==> src/rtl/des_multi_core_controller.sv <==
// des_multi_core_controller
// Command-driven controller for an array of DES linear-cryptanalysis cores.
// It decodes mailbox commands into shared configuration registers (seed,
// polynomial, input/output masks, limit, round-key chain), per-core enables
// and a readback selector. It starts the enabled cores, waits until every
// enabled core has reported done, and captures either one core's counter or
// the 64-bit wrapped sum of the enabled cores' counters.
module des_multi_core_controller #(
  parameter int NUM_CORES = 4,
  parameter int CNT_W     = 48,
  parameter int NUM_KEYS  = 16,
  parameter int KEY_W     = 48
) (
  input  logic                          clk,
  input  logic                          rst_n,
  input  logic [31:0]                   cmd,
  input  logic                          cmd_valid,
  input  logic [31:0]                   data_upper,
  input  logic [31:0]                   data_lower,
  output logic                          cmd_read,
  output logic                          done,
  output logic [63:0]                   counter,
  output logic [NUM_CORES-1:0]          core_start,
  output logic                          core_restart,
  output logic [64*NUM_CORES-1:0]       seed_o,
  output logic [63:0]                   poly_o,
  output logic [63:0]                   mask_i_o,
  output logic [63:0]                   mask_o_o,
  output logic [63:0]                   limit_o,
  output logic [NUM_KEYS*KEY_W-1:0]     round_keys_o,
  input  logic [CNT_W*NUM_CORES-1:0]    core_counter_i,
  input  logic [NUM_CORES-1:0]          core_done_i
);

  localparam logic [7:0] OP_SEED    = 8'd1;
  localparam logic [7:0] OP_POLY    = 8'd2;
  localparam logic [7:0] OP_IMASK   = 8'd3;
  localparam logic [7:0] OP_OMASK   = 8'd4;
  localparam logic [7:0] OP_LIMIT   = 8'd5;
  localparam logic [7:0] OP_KEY     = 8'd6;
  localparam logic [7:0] OP_START   = 8'd7;
  localparam logic [7:0] OP_RESTART = 8'd8;
  localparam logic [7:0] OP_ENABLE  = 8'd9;
  localparam logic [7:0] OP_SELECT  = 8'd10;

  typedef enum logic [2:0] {
    S_IDLE,
    S_LOAD,
    S_ACK,
    S_ACK_START,
    S_START,
    S_RUN,
    S_FINISH,
    S_RESTART
  } state_t;

  state_t state, state_next;

  logic sync_q1;
  logic vsync;

  logic [63:0] seed_r;
  logic [63:0] poly_r;
  logic [63:0] mask_i_r;
  logic [63:0] mask_o_r;
  logic [63:0] limit_r;
  logic [KEY_W-1:0] key_r [NUM_KEYS];
  logic [NUM_CORES-1:0] enable_r;
  logic [7:0] select_r;

  logic [NUM_CORES-1:0] done_seen_r;
  logic [63:0] counter_r;

  logic [7:0]  opcode;
  logic [63:0] cmd_data;
  logic        restart_req;
  logic        all_done;
  logic [63:0] sum_val;
  logic [63:0] sel_val;
  logic [63:0] counter_next;
  logic        unused_cmd_bits;

  assign opcode          = cmd[7:0];
  assign cmd_data        = {data_upper, data_lower};
  assign restart_req     = vsync && (opcode == OP_RESTART);
  assign all_done        = &(done_seen_r | core_done_i | ~enable_r);
  assign unused_cmd_bits = ^cmd[31:16];

  // Two-flop synchroniser: cmd_valid comes from another clock domain.
  always_ff @(posedge clk) begin
    if (!rst_n) begin
      sync_q1 <= 1'b0;
      vsync   <= 1'b0;
    end else begin
      sync_q1 <= cmd_valid;
      vsync   <= sync_q1;
    end
  end

  // State register.
  always_ff @(posedge clk) begin
    if (!rst_n) begin
      state <= S_IDLE;
    end else begin
      state <= state_next;
    end
  end

  // Next-state and handshake/core-control outputs; restart beats finish detection.
  always_comb begin
    state_next   = state;
    cmd_read     = 1'b0;
    core_start   = '0;
    core_restart = 1'b0;
    done         = 1'b0;
    case (state)
      S_IDLE: begin
        if (vsync) begin
          if (opcode == OP_START) begin
            state_next = S_ACK_START;
          end else if (opcode == OP_RESTART) begin
            state_next = S_RESTART;
          end else begin
            state_next = S_LOAD;
          end
        end
      end
      S_LOAD: begin
        state_next = S_ACK;
      end
      S_ACK: begin
        cmd_read = 1'b1;
        if (!vsync) begin
          state_next = S_IDLE;
        end
      end
      S_ACK_START: begin
        cmd_read = 1'b1;
        if (!vsync) begin
          state_next = S_START;
        end
      end
      S_START: begin
        core_start = enable_r;
        state_next = S_RUN;
      end
      S_RUN: begin
        if (restart_req) begin
          state_next = S_RESTART;
        end else if (all_done) begin
          state_next = S_FINISH;
        end
      end
      S_FINISH: begin
        done = 1'b1;
        if (restart_req) begin
          state_next = S_RESTART;
        end
      end
      S_RESTART: begin
        cmd_read     = 1'b1;
        core_restart = 1'b1;
        if (!vsync) begin
          state_next = S_IDLE;
        end
      end
      default: begin
        state_next = S_IDLE;
      end
    endcase
  end

  // Configuration writes happen exactly once, in the single LOAD cycle.
  always_ff @(posedge clk) begin
    if (!rst_n) begin
      seed_r   <= '0;
      poly_r   <= '0;
      mask_i_r <= '0;
      mask_o_r <= '0;
      limit_r  <= '0;
      enable_r <= '1;
      select_r <= 8'hFF;
      for (int i = 0; i < NUM_KEYS; i++) begin
        key_r[i] <= '0;
      end
    end else if (state == S_LOAD) begin
      case (opcode)
        OP_SEED:   seed_r   <= cmd_data;
        OP_POLY:   poly_r   <= cmd_data;
        OP_IMASK:  mask_i_r <= cmd_data;
        OP_OMASK:  mask_o_r <= cmd_data;
        OP_LIMIT:  limit_r  <= cmd_data;
        OP_KEY: begin
          for (int i = 0; i < NUM_KEYS - 1; i++) begin
            key_r[i] <= key_r[i+1];
          end
          key_r[NUM_KEYS-1] <= KEY_W'(cmd_data);
        end
        OP_ENABLE: enable_r <= NUM_CORES'(data_lower);
        OP_SELECT: select_r <= cmd[15:8];
        default: ;
      endcase
    end
  end

  // Readback value: one core's counter if the selector names a core, else the enabled-core sum.
  always_comb begin
    sum_val = '0;
    sel_val = '0;
    for (int i = 0; i < NUM_CORES; i++) begin
      if (enable_r[i]) begin
        sum_val = sum_val + 64'(core_counter_i[CNT_W*i +: CNT_W]);
      end
      if (select_r == 8'(i)) begin
        sel_val = 64'(core_counter_i[CNT_W*i +: CNT_W]);
      end
    end
    counter_next = ({1'b0, select_r} < 9'(NUM_CORES)) ? sel_val : sum_val;
  end

  // Sticky per-core done tracking and counter capture on the finishing edge.
  always_ff @(posedge clk) begin
    if (!rst_n) begin
      done_seen_r <= '0;
      counter_r   <= '0;
    end else begin
      case (state)
        S_START: begin
          done_seen_r <= '0;
        end
        S_RUN: begin
          done_seen_r <= done_seen_r | core_done_i;
          if (!restart_req && all_done) begin
            counter_r <= counter_next;
          end
        end
        S_RESTART: begin
          counter_r <= '0;
        end
        default: ;
      endcase
    end
  end

  assign counter  = counter_r;
  assign poly_o   = poly_r;
  assign mask_i_o = mask_i_r;
  assign mask_o_o = mask_o_r;
  assign limit_o  = limit_r;

  // Each core gets its own seed offset so the cores search disjoint ranges.
  for (genvar g = 0; g < NUM_CORES; g++) begin : g_seed
    assign seed_o[64*g +: 64] = seed_r + 64'(g);
  end

  // Key1 sits in the most significant slot of the flattened key bus.
  for (genvar g = 0; g < NUM_KEYS; g++) begin : g_keys
    assign round_keys_o[(NUM_KEYS-1-g)*KEY_W +: KEY_W] = key_r[g];
  end

endmodule

==> config.mk <==
export PLATFORM = sky130hd
export DESIGN_NAME = des_multi_core_controller
export DESIGN_NICKNAME = d
export VERILOG_FILES = /design/src/rtl/des_multi_core_controller.sv
export SDC_FILE = /design/constraint.sdc
export NUM_CORES = 2
export LEC_CHECK = 0
export ABC_AREA = 1
export BUFFER_PORTS_ARGS = -buffer_cell sky130_fd_sc_hd__buf_4
export CAP_MARGIN = 30
export CELL_PAD_IN_SITES_DETAIL_PLACEMENT = 0
export CELL_PAD_IN_SITES_GLOBAL_PLACEMENT = 1
export CORE_AREA = 2 2 634 636
export CTS_CLUSTER_DIAMETER = 60
export DETAILED_ROUTE_END_ITERATION = 16
export DIE_AREA = 0 0 636 638
export MAX_ROUTING_LAYER = met4
export PLACE_DENSITY = 0.42
export SYNTH_ARGS = -nofsm -noshare
export SYNTH_HDL_FRONTEND = slang
export SYNTH_SLANG_ARGS = --single-unit
==> constraint.sdc <==
create_clock -name clk -period 125 [get_ports clk]
set_input_delay 6.25 -clock clk [delete_from_list [all_inputs] [get_ports clk]]
set_output_delay 6.25 -clock clk [all_outputs]
set_load 0.005 [all_outputs]
; Word level (Yosys, flattened, before mapping)
; Memory sizes are Yosys's and may differ from the RTL's.
; Cells that the tools add are included.
[word_totals]
word_cells = 130
input_bits = 295
regBits = 405
n_memories = 1
out_inout_bits = 1351
mem_bits_rw = 768
[op_classes]
add_sub_neg = 6
order_cmp = 1
mux = 46
n_reduce_logical = 19
bitwise = 19
eq_ne = 26
[memory_table]
columns = name, words, word_bits, rd, rd_ports_with_merged_regs, wr, line_no
row1 = key_r, 16, 48, 16, 0, 16, 67  ; logic [KEY_W-1:0] key_r [NUM_KEYS];
[ops]
columns = op, count
row1 = 2-to-1 mux 48 bit, 18
row2 = 2-to-1 mux 64 bit, 8
row3 = adder 64 x 48 -> 64 bit, 3
row4 = "adder 64 x 2 -> 64 bit, second input constant", 2
row5 = one-hot mux 64 bit (2 select lines), 1
row6 = "adder 64 x 1 -> 64 bit, second input constant", 1
row7 = "== test 8 x 2 -> 1 bit, second input constant", 4
row8 = "== test 8 x 3 -> 1 bit, second input constant", 4
row9 = "== test 8 x 4 -> 1 bit, second input constant", 3
row10 = 2-to-1 mux 3 bit, 8
row11 = one-hot mux 3 bit (7 select lines), 1
row12 = "== test 8 x 1 -> 1 bit, second input constant", 2
row13 = OR 1 bit, 16
row14 = AND reduction 2 bit, 8
row15 = "== test 3 bit, second input constant", 4
row16 = "!= test 2 bit, second input constant", 5
row17 = logical NOT 8 bit, 1
row18 = "< comparator 8 x 3 -> 1 bit, second input constant", 1
row19 = 2-to-1 mux 1 bit, 8
row20 = OR 4 bit, 2
row21 = one-hot mux 4 bit (2 select lines), 1
row22 = "== test 3 x 2 -> 1 bit, second input constant", 2
row23 = AND reduction 5 bit, 1
row24 = 2-to-1 mux 4 bit, 1
row25 = 10 further kinds, 12

; Logic depth before layout (Yosys ltp)
[depth]
depth_word = 10
ltp_mapped = 54
depth_no_buf = 50

; Worst setup path after synthesis
; OpenSTA, ideal clock, no wires.
[synth_timing]
path_kind = input to register
from = input cmd[7]
to = memory key_r[0][0] (enable)
setup_time_ns = 2.966
t_arrival_ns = 59.942
n_path_buf = 0
setup_slack_ns = 62.092
t_required_ns = 122.034
path_stages = 5
cell_sequence = nor2_1 nand2_1 inv_1 nand2_1 o21ai_0
[synth_rtl]
columns = element, line_no
row1 = "start, declared", 16  ; input logic [31:0] cmd,
row2 = "end, declared", 67

; Worst setup path after layout
[layout_timing]
from = input core_counter_i[25]
to = register counter_r[43], in the netlist counter[43]
[layout_via]
elab_chain_len = 10
[layout_lines]
columns = element, line_no
row1 = "start, declared", 31  ; input logic [CNT_W*NUM_CORES-1:0] core_counter_i,
row2 = 2-to-1 mux 48 bit (*), 211  ; if (enable_r[i]) begin
row3 = adder 64 x 48 -> 64 bit, 212  ; sum_val = sum_val + 64'(core_counter_i[CNT_W*i +: CNT_W]);
row4 = 2-to-1 mux 64 bit (*), 211
row5 = adder 64 x 48 -> 64 bit, 212
row6 = 2-to-1 mux 64 bit (*), 211
row7 = adder 64 x 48 -> 64 bit, 212
row8 = 2-to-1 mux 64 bit (*), 211
row9 = 2-to-1 mux 64 bit (*), 218  ; counter_next = ({1'b0, select_r} < 9'(NUM_CORES)) ? sel_val : sum_val;
row10 = 2-to-1 mux 64 bit (*), 233  ; if (!restart_req && all_done) begin
row11 = one-hot mux 64 bit (2 select lines) (*), 227  ; case (state)
row12 = "end signal, assigned", 234  ; counter_r <= counter_next;
row13 = "end, declared", 72  ; logic [63:0] counter_r;
; Every way passes the cells marked *; elsewhere a longest branch is shown, timed or not. The select of a mux whose other input is x is not followed.
; A chain may end at the register's enable or synchronous reset.

==> impl_metrics.csv <==
group,metric,value,unit
setup_path,cpMostUsedCell,"nand2_1",
synthesis,ys_warn_count,0,
clocking,cts_max_level,4,
timing,rsz0062_at_grt,"false",
synthesis,syn_area,0.0612,mm^2
clocking,post_cts_buffers,0,
placement,io_buffers,1616,
synthesis,yosysUniqueCellTypes,62,
timing,setup_tns,0,ps
clocking,cts_tree,"built",
final_layout,synthToLayoutAreaGrowth,40.3,%
timing,hold_violations,0,
final_layout,final_common_cell,"buf_4",
global_route,first_global_vias,58500,
global_route,antenna_found_initial,44,
clocking,cts_hold_buffers,0,
floorplanning,core-area,0.399,mm^2
setup_path,path_max_fanout,5,
floorplanning,die_area,0.406,mm^2
setup_path,rrSetupSlack,115570,ps
final_layout,drive_above_1_share,0.229,
final_layout,multiInputGateArea,0.0240,mm^2
power,power.share.sequential,0.341,
final_layout,final_cell_mix,"1709 x buf_4, 1435 x nor2_1, 1387 x nand2_1",
worst_hold_path,hold_path_class,"register to register",
run_status,outcome,"completed",
synthesis,synthCells,7716,
power,ir_worst_vdd,0.0105,mV
global_route,grt.total_usage,0.206,
timing,finalMaxSlewViolations,0,
floorplanning,die_h,638,um
global_route,grt_max_degree,212,
setup_path,worst-path-stages,39,
detailed_routing,vias,59100,
clocking,tritoncts.num_buffers,182,
setup_path,r2r_cells,43,
placement,placed_cells,14400,
final_layout,seqCellArea,0.0309,mm^2
timing,period_needed,13810,ps
flow_run,cap_violations,0,
global_route,grt_pass1_wl,551,mm
setup_path,end_kind,"register",
detailed_routing,drc,0,
setup_path,critical_path_class,"primary input to register",
synthesis,ys_seq_area_frac,0.505,
synthesis,async_flop_share,0,
final_layout,final_nets,9766,
timing,max_freq,0.0724,GHz
power,p_clk_frac,0.408,
power,intPower,0.000828,W
clocking,clock-sinks,1160,
floorplanning,start_util,0.153,
setup_path,r2r_end,"counter[43]$_SDFFE_PN0P_",
setup_path,critPathLaunchType,"primary input",
setup_path,slowest_delay,760,ps
detailed_routing,ant_nets,0,
timing,slew_headroom,0.0357,
clocking,clk_latency,890,ps
power,p_leak,39.1,nW
power,p_sw_frac,0.347,
clocking,cts_buffer_depth,4,
timing,setup_violations,0,
worst_hold_path,hold_depth,2,
timing,min_period_over_period,0.110,
setup_path,critPathTopFamily,"simple AND/OR/NAND/NOR gates",
floorplanning,top_level_ports,1646,
final_layout,fin_util,0.215,
timing,worst_pin_slew,1450,ps
setup_path,cp-endpoint,"counter[43]$_SDFFE_PN0P_",
setup_path,worstSetupStartpoint,"core_counter_i[25]",
power,combPwrFrac,0.251,
detailed_routing,wirelength,424,mm
floorplanning,rows,232,
power,p_switching,0.000441,W
global_route,grt_overflow,0,
final_layout,fillCellCount,44700,
detailed_routing,first_pass_iters,5,
clocking,clk_pin_slew,50,ps
synthesis,ys.flop_type,"edfxtp_1",
setup_path,cp_data_arrival_time,14550,ps
setup_path,cp_num_buf_inv,8,
setup_path,cpMaxStageDelayCell,"o21ai_0",
synthesis,postSynthAreaPerCell,7.93,um^2
floorplanning,die_x,636,um
synthesis,synth_edf_count,768,
setup_path,required,125740,ps
power,power.density,14.8,mW/mm^2
timing,holdWs,435,ps
timing,final.setup_skew,84.9,ps
synthesis,ys_seq_elements,1160,
placement,dpl.hpwl,356,mm
placement,gp_congestion,0.968,
setup_path,timing.rr.start,"enable_r[0]$_SDFFE_PN1P_",
detailed_routing,drtIter0Drc,4388,
final_layout,layout.cells.non_filler,14800,
clocking,cts.repair.resized,0,
clocking,cts_root_buf,"clkbuf_16",
detailed_routing,routed_via_density,4.00,
detailed_routing,post_drt_wl_per_cell,28.7,um
power by group through the flow:
stage | sequential (W) | clock (W) | combinational, W
CTS | 0.000433 | 0.000535 | 0.000317
floorplan | 0.000463 | 0 | 0.000156
finish | 0.000432 | 0.000518 | 0.000318
global placement | 0.000441 | 0 | 0.000317
global route | 0.000434 | 0.000550 | 0.000341
detailed placement | 0.000441 | 0 | 0.000315
cell families (layout without fill, tap and decap cells):
family,count (synthesis),after routing,synth area share
fa+ha+maj,140,140,0.0290
buf+inv,1685,3435,0.105
mux,1,1,0.000164
compound gates,1050,1050,0.0939
flops,1160,1160,0.505
simple gates,3453,3453,0.234
xor+xnor,226,226,0.0325
other cells,1,35,0.0000613
metal layers:
layer,vias to the layer above,GRT usage,share of wire
li1,27800,-,-
met1,28800,0.232,0.40
met2,2072,0.360,0.50
met3,425,0.0437,0.060
met4,0,0.0695,0.040
met5,-,-,0
worst register-to-register path: cells and delay by family (launching register included):
kind	cells	cell delay, ps
flops	1	320
fa+ha+maj	4	1330
compound gates	5	1840
simple gates	27	4490
buf+inv	7	1340
how the worst min path moves through the flow:
stage,start,to,slack (ps)
finish,sync_q1$_SDFF_PN0_,vsync$_SDFF_PN0_,440
global route,sync_q1$_SDFF_PN0_,vsync$_SDFF_PN0_,440
CTS,sync_q1$_SDFF_PN0_,vsync$_SDFF_PN0_,440
detailed placement,sync_q1$_SDFF_PN0_,vsync$_SDFF_PN0_,400
global placement,sync_q1$_SDFF_PN0_,vsync$_SDFF_PN0_,430
floorplan,sync_q1$_SDFF_PN0_,vsync$_SDFF_PN0_,390
registers in the layout, summed over array words and instances, names as in the netlist:
register,cells
mask_i_o,64
seed_r,64
enable_r,4
mask_o_o,64
poly_o,64
sync_q1,1
select_r,8
state,3
limit_o,64
done_seen_r,4
key_r,768
counter,51
vsync,1
metrics by stage:
step	setup WS (ps)	power (W)	cell area (um^2)
2_1_floorplan	62090	0.000620	61200
3_3_place_gp	110460	0.000758	79600
3_5_place_dp	110620	0.000756	79700
4_1_cts	111540	0.00128	85700
5_1_grt	111040	0.00132	85800
6_report	111190	0.00127	85800
synth_stat cells (16+ instances only):
master,count,area (um^2)
nand3_1,308,1540
o211ai_1,16,120
nand4_1,62,388
buf_2,17,85.1
buf_4,17,128
nor2_4,16,180
a21o_1,22,165
nor2_2,16,100
buf_1,20,75.1
a22oi_1,19,143
nand2_1,1389,5210
a21oi_1,355,1780
inv_2,26,97.6
nor3_1,66,330
nor2_1,1438,5400
clkbuf_1,244,916
xor2_1,195,1710
xnor2_1,30,263
clkinv_1,23,86.3
dfxtp_1,392,7850
a31oi_1,30,188
and2_1,32,200
ha_1,137,1710
inv_1,1334,5010
nor4_1,42,263
o21bai_1,21,158
edfxtp_1,768,23100
nand2_2,31,194
o21ai_0,503,2520
cell type report:
class / instances / share of cell area
Clock inverter: 112 / 0.0139
Tap cell: 5265 / 0.0768
Timing Repair Buffer: 1721 / 0.152
Sequential cell: 1160 / 0.360
Antenna cell: 22 / 0.000641
Multi-Input combinational cell: 4883 / 0.280
Inverter: 1383 / 0.0606
Clock buffer: 219 / 0.0560
Note: power is estimated with default switching activity, not from simulation.
